==> config.mk <==
export PLATFORM = sky130hd
export DESIGN_NAME = hazard_ctrl_unit
export DESIGN_NICKNAME = d
export VERILOG_FILES = /design/src/rtl/riscv_pipe_pkg.sv /design/src/rtl/hazard_fwd_mux_sel.sv /design/src/rtl/hazard_ctrl_unit.sv
export SDC_FILE = /design/constraint.sdc
export NUM_CORES = 1
export LEC_CHECK = 0
export ABC_AREA = 1
export BUFFER_PORTS_ARGS = -buffer_cell sky130_fd_sc_hd__buf_2
export CORE_UTILIZATION = 41
export CTS_BUF_LIST = sky130_fd_sc_hd__clkbuf_8
export DETAILED_ROUTE_END_ITERATION = 8
export PLACE_DENSITY_LB_ADDON = 0.25
export SKIP_LAST_GASP = 1
export SLEW_MARGIN = 20
export SYNTH_ARGS = -nofsm -noshare
export SYNTH_HDL_FRONTEND = slang
export SYNTH_HIERARCHICAL = 1
export SYNTH_SLANG_ARGS = --single-unit
==> constraint.sdc <==
create_clock -name clk -period 1.4 [get_ports clk]
set_input_delay 0.07 -clock clk [delete_from_list [all_inputs] [get_ports clk]]
set_output_delay 0.07 -clock clk [all_outputs]
set_load 0.01 [all_outputs]
==> src/rtl/riscv_pipe_pkg.sv <==
// Shared pipeline definitions: forwarding-select codes, hazard FSM states and
// the default register-address width.
package riscv_pipe_pkg;

   localparam int unsigned REG_AW_DEF = 5;

   localparam logic [1:0] FWD_RF  = 2'b00;
   localparam logic [1:0] FWD_WB  = 2'b01;
   localparam logic [1:0] FWD_MEM = 2'b10;

   typedef enum logic {
      IDLE = 1'b0,
      WAIT = 1'b1
   } hz_state_e;

   // A producer can only forward a real write to a non-x0 register it matches.
   function automatic logic fwd_hit(input logic wr, input logic [REG_AW_DEF-1:0] rd,
                                    input logic [REG_AW_DEF-1:0] rs);
      return wr && (rd != '0) && (rd == rs);
   endfunction

endpackage

==> src/rtl/hazard_fwd_mux_sel.sv <==
// Forwarding select for one EX-stage source operand; the MEM producer beats WB.
module hazard_fwd_mux_sel
   import riscv_pipe_pkg::*;
#(
   parameter int unsigned REG_AW = REG_AW_DEF
) (
   input  logic [REG_AW-1:0] ex_rs,
   input  logic [REG_AW-1:0] mem_rd,
   input  logic              mem_regwrite,
   input  logic [REG_AW-1:0] wb_rd,
   input  logic              wb_regwrite,
   output logic [1:0]        fwd_sel
);

   logic mem_hit;
   logic wb_hit;

   assign mem_hit = mem_regwrite && (mem_rd != '0) && (mem_rd == ex_rs);
   assign wb_hit  = wb_regwrite && (wb_rd != '0) && (wb_rd == ex_rs);

   always_comb begin
      fwd_sel = FWD_RF;
      if (mem_hit) begin
         fwd_sel = FWD_MEM;
      end else if (wb_hit) begin
         fwd_sel = FWD_WB;
      end
   end

endmodule

==> src/rtl/hazard_ctrl_unit.sv <==
// Hazard/forwarding controller for the 5-stage pipeline with multi-cycle memory freeze.
// Optional performance counters are built when HAZARD_PERF_CNT_EN is defined.
module hazard_ctrl_unit
   import riscv_pipe_pkg::*;
#(
   parameter int unsigned REG_AW      = REG_AW_DEF,
   parameter int unsigned MEM_LATENCY = 1,
   parameter int unsigned CNT_W       = 4
) (
   input  logic              clk,
   input  logic              rst,
   input  logic [REG_AW-1:0] id_rs1,
   input  logic [REG_AW-1:0] id_rs2,
   input  logic [REG_AW-1:0] ex_rs1,
   input  logic [REG_AW-1:0] ex_rs2,
   input  logic [REG_AW-1:0] ex_rd,
   input  logic              ex_is_load,
   input  logic [REG_AW-1:0] mem_rd,
   input  logic              mem_regwrite,
   input  logic              mem_access,
   input  logic [REG_AW-1:0] wb_rd,
   input  logic              wb_regwrite,
   input  logic              pc_src_e,
   output logic [1:0]        fwd_a,
   output logic [1:0]        fwd_b,
   output logic              stall_f,
   output logic              stall_d,
   output logic              flush_d,
   output logic              flush_e,
   output logic              mem_stall,
   output logic              busy
`ifdef HAZARD_PERF_CNT_EN
   ,
   output logic [31:0]       perf_lu_stalls,
   output logic [31:0]       perf_flushes,
   output logic [31:0]       perf_mem_stalls
`endif
);

   localparam bit FREEZE_EN = (MEM_LATENCY > 1);
   localparam logic [CNT_W-1:0] CNT_LOAD = FREEZE_EN ? CNT_W'(MEM_LATENCY - 2) : '0;

   // Operand forwarding
   hazard_fwd_mux_sel #(
      .REG_AW (REG_AW)
   ) u_fwd_a (
      .ex_rs        (ex_rs1),
      .mem_rd       (mem_rd),
      .mem_regwrite (mem_regwrite),
      .wb_rd        (wb_rd),
      .wb_regwrite  (wb_regwrite),
      .fwd_sel      (fwd_a)
   );

   hazard_fwd_mux_sel #(
      .REG_AW (REG_AW)
   ) u_fwd_b (
      .ex_rs        (ex_rs2),
      .mem_rd       (mem_rd),
      .mem_regwrite (mem_regwrite),
      .wb_rd        (wb_rd),
      .wb_regwrite  (wb_regwrite),
      .fwd_sel      (fwd_b)
   );

   // Memory-latency freeze FSM
   hz_state_e        state_q, state_d;
   logic [CNT_W-1:0] cnt_q, cnt_d;

   always_ff @(posedge clk or posedge rst) begin
      if (rst) begin
         state_q <= IDLE;
         cnt_q   <= '0;
      end else begin
         state_q <= state_d;
         cnt_q   <= cnt_d;
      end
   end

   always_comb begin
      state_d   = state_q;
      cnt_d     = cnt_q;
      mem_stall = 1'b0;
      case (state_q)
         IDLE: begin
            if (FREEZE_EN && mem_access) begin
               mem_stall = 1'b1;
               cnt_d     = CNT_LOAD;
               state_d   = WAIT;
            end
         end
         WAIT: begin
            // Counter at zero is the completing cycle: pipeline released, FSM leaves WAIT.
            if (cnt_q != '0) begin
               mem_stall = 1'b1;
               cnt_d     = cnt_q - CNT_W'(1);
            end else begin
               state_d = IDLE;
            end
         end
         default: begin
            state_d = IDLE;
            cnt_d   = '0;
         end
      endcase
   end

   // The release cycle already counts as idle, so busy only covers the frozen WAIT cycles.
   assign busy = (state_q == WAIT) && (cnt_q != '0);

   // Load-use and control hazards
   logic lw_stall;

   assign lw_stall = ex_is_load && (ex_rd != '0) && ((ex_rd == id_rs1) || (ex_rd == id_rs2));

   always_comb begin
      stall_f = 1'b0;
      stall_d = 1'b0;
      flush_d = 1'b0;
      flush_e = 1'b0;
      // A frozen pipeline keeps its contents; hazards are re-evaluated after release.
      if (!mem_stall) begin
         stall_f = lw_stall && !pc_src_e;
         stall_d = lw_stall && !pc_src_e;
         flush_d = pc_src_e;
         flush_e = lw_stall || pc_src_e;
      end
   end

`ifdef HAZARD_PERF_CNT_EN
   logic [31:0] perf_lu_q;
   logic [31:0] perf_fl_q;
   logic [31:0] perf_ms_q;

   always_ff @(posedge clk or posedge rst) begin
      if (rst) begin
         perf_lu_q <= '0;
         perf_fl_q <= '0;
         perf_ms_q <= '0;
      end else begin
         if (stall_d && (perf_lu_q != '1)) begin
            perf_lu_q <= perf_lu_q + 32'd1;
         end
         if (flush_d && (perf_fl_q != '1)) begin
            perf_fl_q <= perf_fl_q + 32'd1;
         end
         if (mem_stall && (perf_ms_q != '1)) begin
            perf_ms_q <= perf_ms_q + 32'd1;
         end
      end
   end

   assign perf_lu_stalls  = perf_lu_q;
   assign perf_flushes    = perf_fl_q;
   assign perf_mem_stalls = perf_ms_q;
`endif

endmodule
After elaboration in Yosys (flattened, before gate mapping). Cells that the tools add are included.

Output and inout bits: 10. Register bits after elaboration: 5. Logic and storage cells: 36. Input bits: 42.

Add/subtract/negate cells: 1. Reductions and logical operators: 18. Multiplexer cells: 9. Eq/ne operators: 6.

Operator list (count): $eq 5x5->1 (6); $reduce_bool 5->1 (3); $logic_and 1x1->1 (10); $mux 1 (7); $mux 2 (2); $reduce_bool 4->1 (1); $sub 4x1->4 const B (1); $logic_or 1x1->1 (2); $reduce_and 2->1 (1); $logic_not 1->1 (1).

Logic depth before layout (Yosys ltp).
Depth in word-level cells: 5. Depth in mapped cells: 9. Depth with buffers taken out: 8.

Hierarchy. The synthesis kept the hierarchy.

By module, submodules not included: hazard_ctrl_unit (times used 1, cells an instance 79, area each 467.9 um2, seq. area each 125.1 um2); hazard_fwd_mux_sel (times used 2, cells an instance 51, area each 221.5 um2, seq. area each 0.0 um2).

Worst setup path after synthesis. Ideal clock, no wire load.

Kind: reg-to-output. From: reg cnt_q[0]. To: out stall_f. Path slack: -0.053 ns. Required time: 1.330 ns. Cell stages (with the launch flop): 10. Arrival: 1.383 ns. Path buffers: 1. Cells stage by stage: dfrtp_1 -> inv_1 -> ha_1 -> nand2_2 -> o21ai_4 -> nand2_2 -> nor2_1 -> nand2_1 -> nor2_2 -> buf_4.

Longest elaborated chain between the ends: 4.

Ends and longest elaborated chain: start: declaration (line hazard_ctrl_unit.sv:68) `logic [CNT_W-1:0] cnt_q, cnt_d;`; start signal: assignment (line hazard_ctrl_unit.sv:76) `cnt_q <= cnt_d;`; $reduce_bool 4->1 (line hazard_ctrl_unit.sv:94) `if (cnt_q != '0) begin`; $mux 1 (line hazard_ctrl_unit.sv:94); $mux 1 (line hazard_ctrl_unit.sv:84) `case (state_q)`; $mux 1; end: declaration (line hazard_ctrl_unit.sv:26) `output logic stall_f,`.

Every way passes these cells.

Worst setup path after layout.
From: reg cnt_q[0]. To: out stall_d.

Longest elaborated chain between the ends: 4.

Ends and longest elaborated chain: $reduce_bool 4->1 (line hazard_ctrl_unit.sv:94); $mux 1 (line hazard_ctrl_unit.sv:94); $mux 1 (line hazard_ctrl_unit.sv:84); $mux 1 (line hazard_ctrl_unit.sv:122) `if (!mem_stall) begin`; end: declaration (line hazard_ctrl_unit.sv:27) `output logic stall_d,`.

Every way passes these cells.

==> results.ini <==
[clocking]
htreeDepth=1
tritoncts=yes
clock_sinks=5
clkTransAtPathRegs_ps=40
clock-root-buffer=clkbuf_8
cts_max_path_buffers=2
cts_buffers=3
clk-insertion-delay-late_ps=230
cts_resized=0

[worst_setup_path]
rr_worst_depth=8
path_depth=9
path_buf_inv=2
end_kind=primary output
crit_type=flip-flop to primary output
cp-start-kind=flip-flop
critical_path_required_ps=1330
cp_top_family=flip-flops
regToRegEndpoint=cnt_q[3]
r2r-start=cnt_q[0]
critPathMaxFanout=2
cp_cell_sequence=inv_2 -> ha_4 -> nand2_4 -> o21ai_4 -> nand2_2 -> nor2_1 -> nand2_1 -> nor2_2 -> buf_2
critPathArrivalTime_ps=1440
crit_start=cnt_q[0]
r2r_slack_ps=150
crit_path_top_delay_cell=dfrtp_1
max_stage_delay_ps=370
crit_path_end=stall_d

[logic_synthesis]
synth_most_common_cell=nand2_1
synth_top_area_share_pct=27.6
synth_area_leaders=nand2_1 (28%), inv_1 (15%), dfrtp_1 (14%)
ys_warn_count=6
synth_ff_type=dfrtp_1
netlist.top_cell.by_area=nand2_1
netlist_instances=181
synth_edf_count=0
synth.distinct_cells=17
yosys-top-cells-count=nand2_1 (67), inv_1 (37), nor2_1 (20)
ys_seq_area_share_pct=13.7
synthArstFlopShare_pct=100
synth_fp_nets=224
synth.ff_latch_count=5
syn_area_per_cell_um2=5.03
syn_area_um2=911

[global_route]
antenna_found_initial=0
grtUsageMet2_pct=35.2
grt_max_degree=7
busiest_layer=met2
grt_use_total_pct=19.7
grt_first_pass_wirelength_um=3660
met1_usage_pct=21.1
grt.overflow.total=0
grt_use_met3_pct=4.05
grt_pass1_vias=957

[sta]
maxSlewHeadroom_pct=87.2
finalCriticalPeriod_ps=1510
drv_slew=0
grt_setup_unrepaired=yes
hold_violations=0
fmax_ghz=0.662
worst_slack_ps=-111
period_share_pct=108
finalSetupViolCount=6
clock_skew_ps=4.65
tightest_slew_ps=190
setup_tns_ps=-402

[power]
power_uw=648
p_per_area_nw_per_um2=511
p_leak_nw=0.850
peakVddDrop_mv=0.393

[die]
start_util_pct=45.0
die_area_um2=2410
ios=52
die_x_um=49.1
dieHeight_um=49.1
rows=16
core-area_um2=2020

[place]
io_buffers=50
place_ws_ps=59.3
dp.cells=255
gp_congestion=0.801
hpwl_um=1750
dpl_cell_area_um2=1190

[routing]
vias=1128
drc=0
routed_wl_um=2110
firstDrtPassIters=4
postRouteAntennaNets=0
dr.first_iter.drc_count=18
avgViaCountPerCell=4.29
wire_per_inst_um=8.02

[layout]
area.growth.synth_to_final_pct=39.1
fin_cells=263
fillers=209
drive_gt1_share_pct=32.2
nets=280
finalInstanceArea_um2=1270
antennaDiodeCount=0

[hold_path]
holdCritPathClass=input port to asynchronous set/reset pin

[outcome]
status=finished, violations left
violations=negative setup slack

[job]
drv_cap=0

registers in the layout (all words and copies together), names as in the netlist:
signal	flops
cnt_q	4
state_q	1
power by group:
group          total, mW  internal, mW  switching [mW]
Combinational      0.230         0.102           0.128
Sequential         0.145         0.145               0
Clock              0.272         0.189          0.0834
Total              0.648         0.436           0.211
cell type report:
class                           count  area (um^2)  area share, %
Sequential cell                     5          125           9.87
Clock inverter                      1         3.75          0.296
Tap cell                           27         33.8           2.67
Inverter                           43          161           12.7
Multi-Input combinational cell    129          612           48.3
Timing Repair Buffer               55          290           22.9
Clock buffer                        3         41.3           3.26
worst min-delay path by stage:
stage	start	to	slack, ps
floorplan	rst	cnt_q[0]	-150
global placement	rst	cnt_q[2]	-20
detailed placement	rst	cnt_q[2]	-20
CTS	rst	cnt_q[2]	280
global route	rst	cnt_q[3]	310
finish	rst	cnt_q[2]	290
cells by family (layout without fill, tap and decap cells):
kind of cell,Yosys count,after routing,synth area share [%]
adder cells (fa/ha/maj),1,1,1.37
buffers and inverters,47,102,21.0
AND/OR/NAND/NOR,109,109,49.2
flip-flops,5,5,13.7
XOR/XNOR,6,6,5.77
AO/OA/AOI/OAI,13,13,8.93
layer usage:
| layer | vias to the layer above | part of all wire, % |
|---|---|---|
| met1 | 447 | 41 |
| met5 | - | 0 |
| met3 | 5 | 5.6 |
| met4 | 0 | 1.9 |
| li1 | 636 | - |
| met2 | 40 | 52 |
per-stage QoR:
step	hold slack (ps)	util, %
2_1_floorplan	-151	-
3_3_place_gp	-21.5	58.8
3_5_place_dp	-24.4	58.8
4_1_cts	279	62.3
5_1_grt	311	62.7
6_report	287	62.7
worst reg2reg max path, delay by kind of cell (launching register included):
family	cells	cell delay [ps]
DFF	1	370
buffers and inverters	3	290
adders and majority gates	1	150
and+or+nand+nor	2	140
AOI/OAI and AO/OA	1	120
xor gates and xnor gates	1	110
cells in the final DEF, fill, tap and decap left out:
master,count
a21boi_0,2
a21oi_1,2
buf_2,50
buf_4,4
clkbuf_8,3
dfrtp_1,5
dlygate4sd3_1,1
ha_4,1
inv_1,36
inv_2,8
nand2_1,67
nand2_2,3
nand2_4,1
nand3_1,12
nor2_1,20
nor2_2,5
nor3_1,1
o21ai_0,8
o21ai_4,1
xnor2_1,3
xor2_1,3
what timing repair did:
| action | 4_1_cts | 5_1_grt |
|---|---|---|
| buffers inserted | 2 | 1 |
| pin swaps | 4 | 0 |
| endpoints found under the hold margin | 5 | 0 |
| hold buffers | 1 | 0 |
| endpoints found under the setup margin | 6 | 6 |
Note: power is estimated with default switching activity, not from simulation.
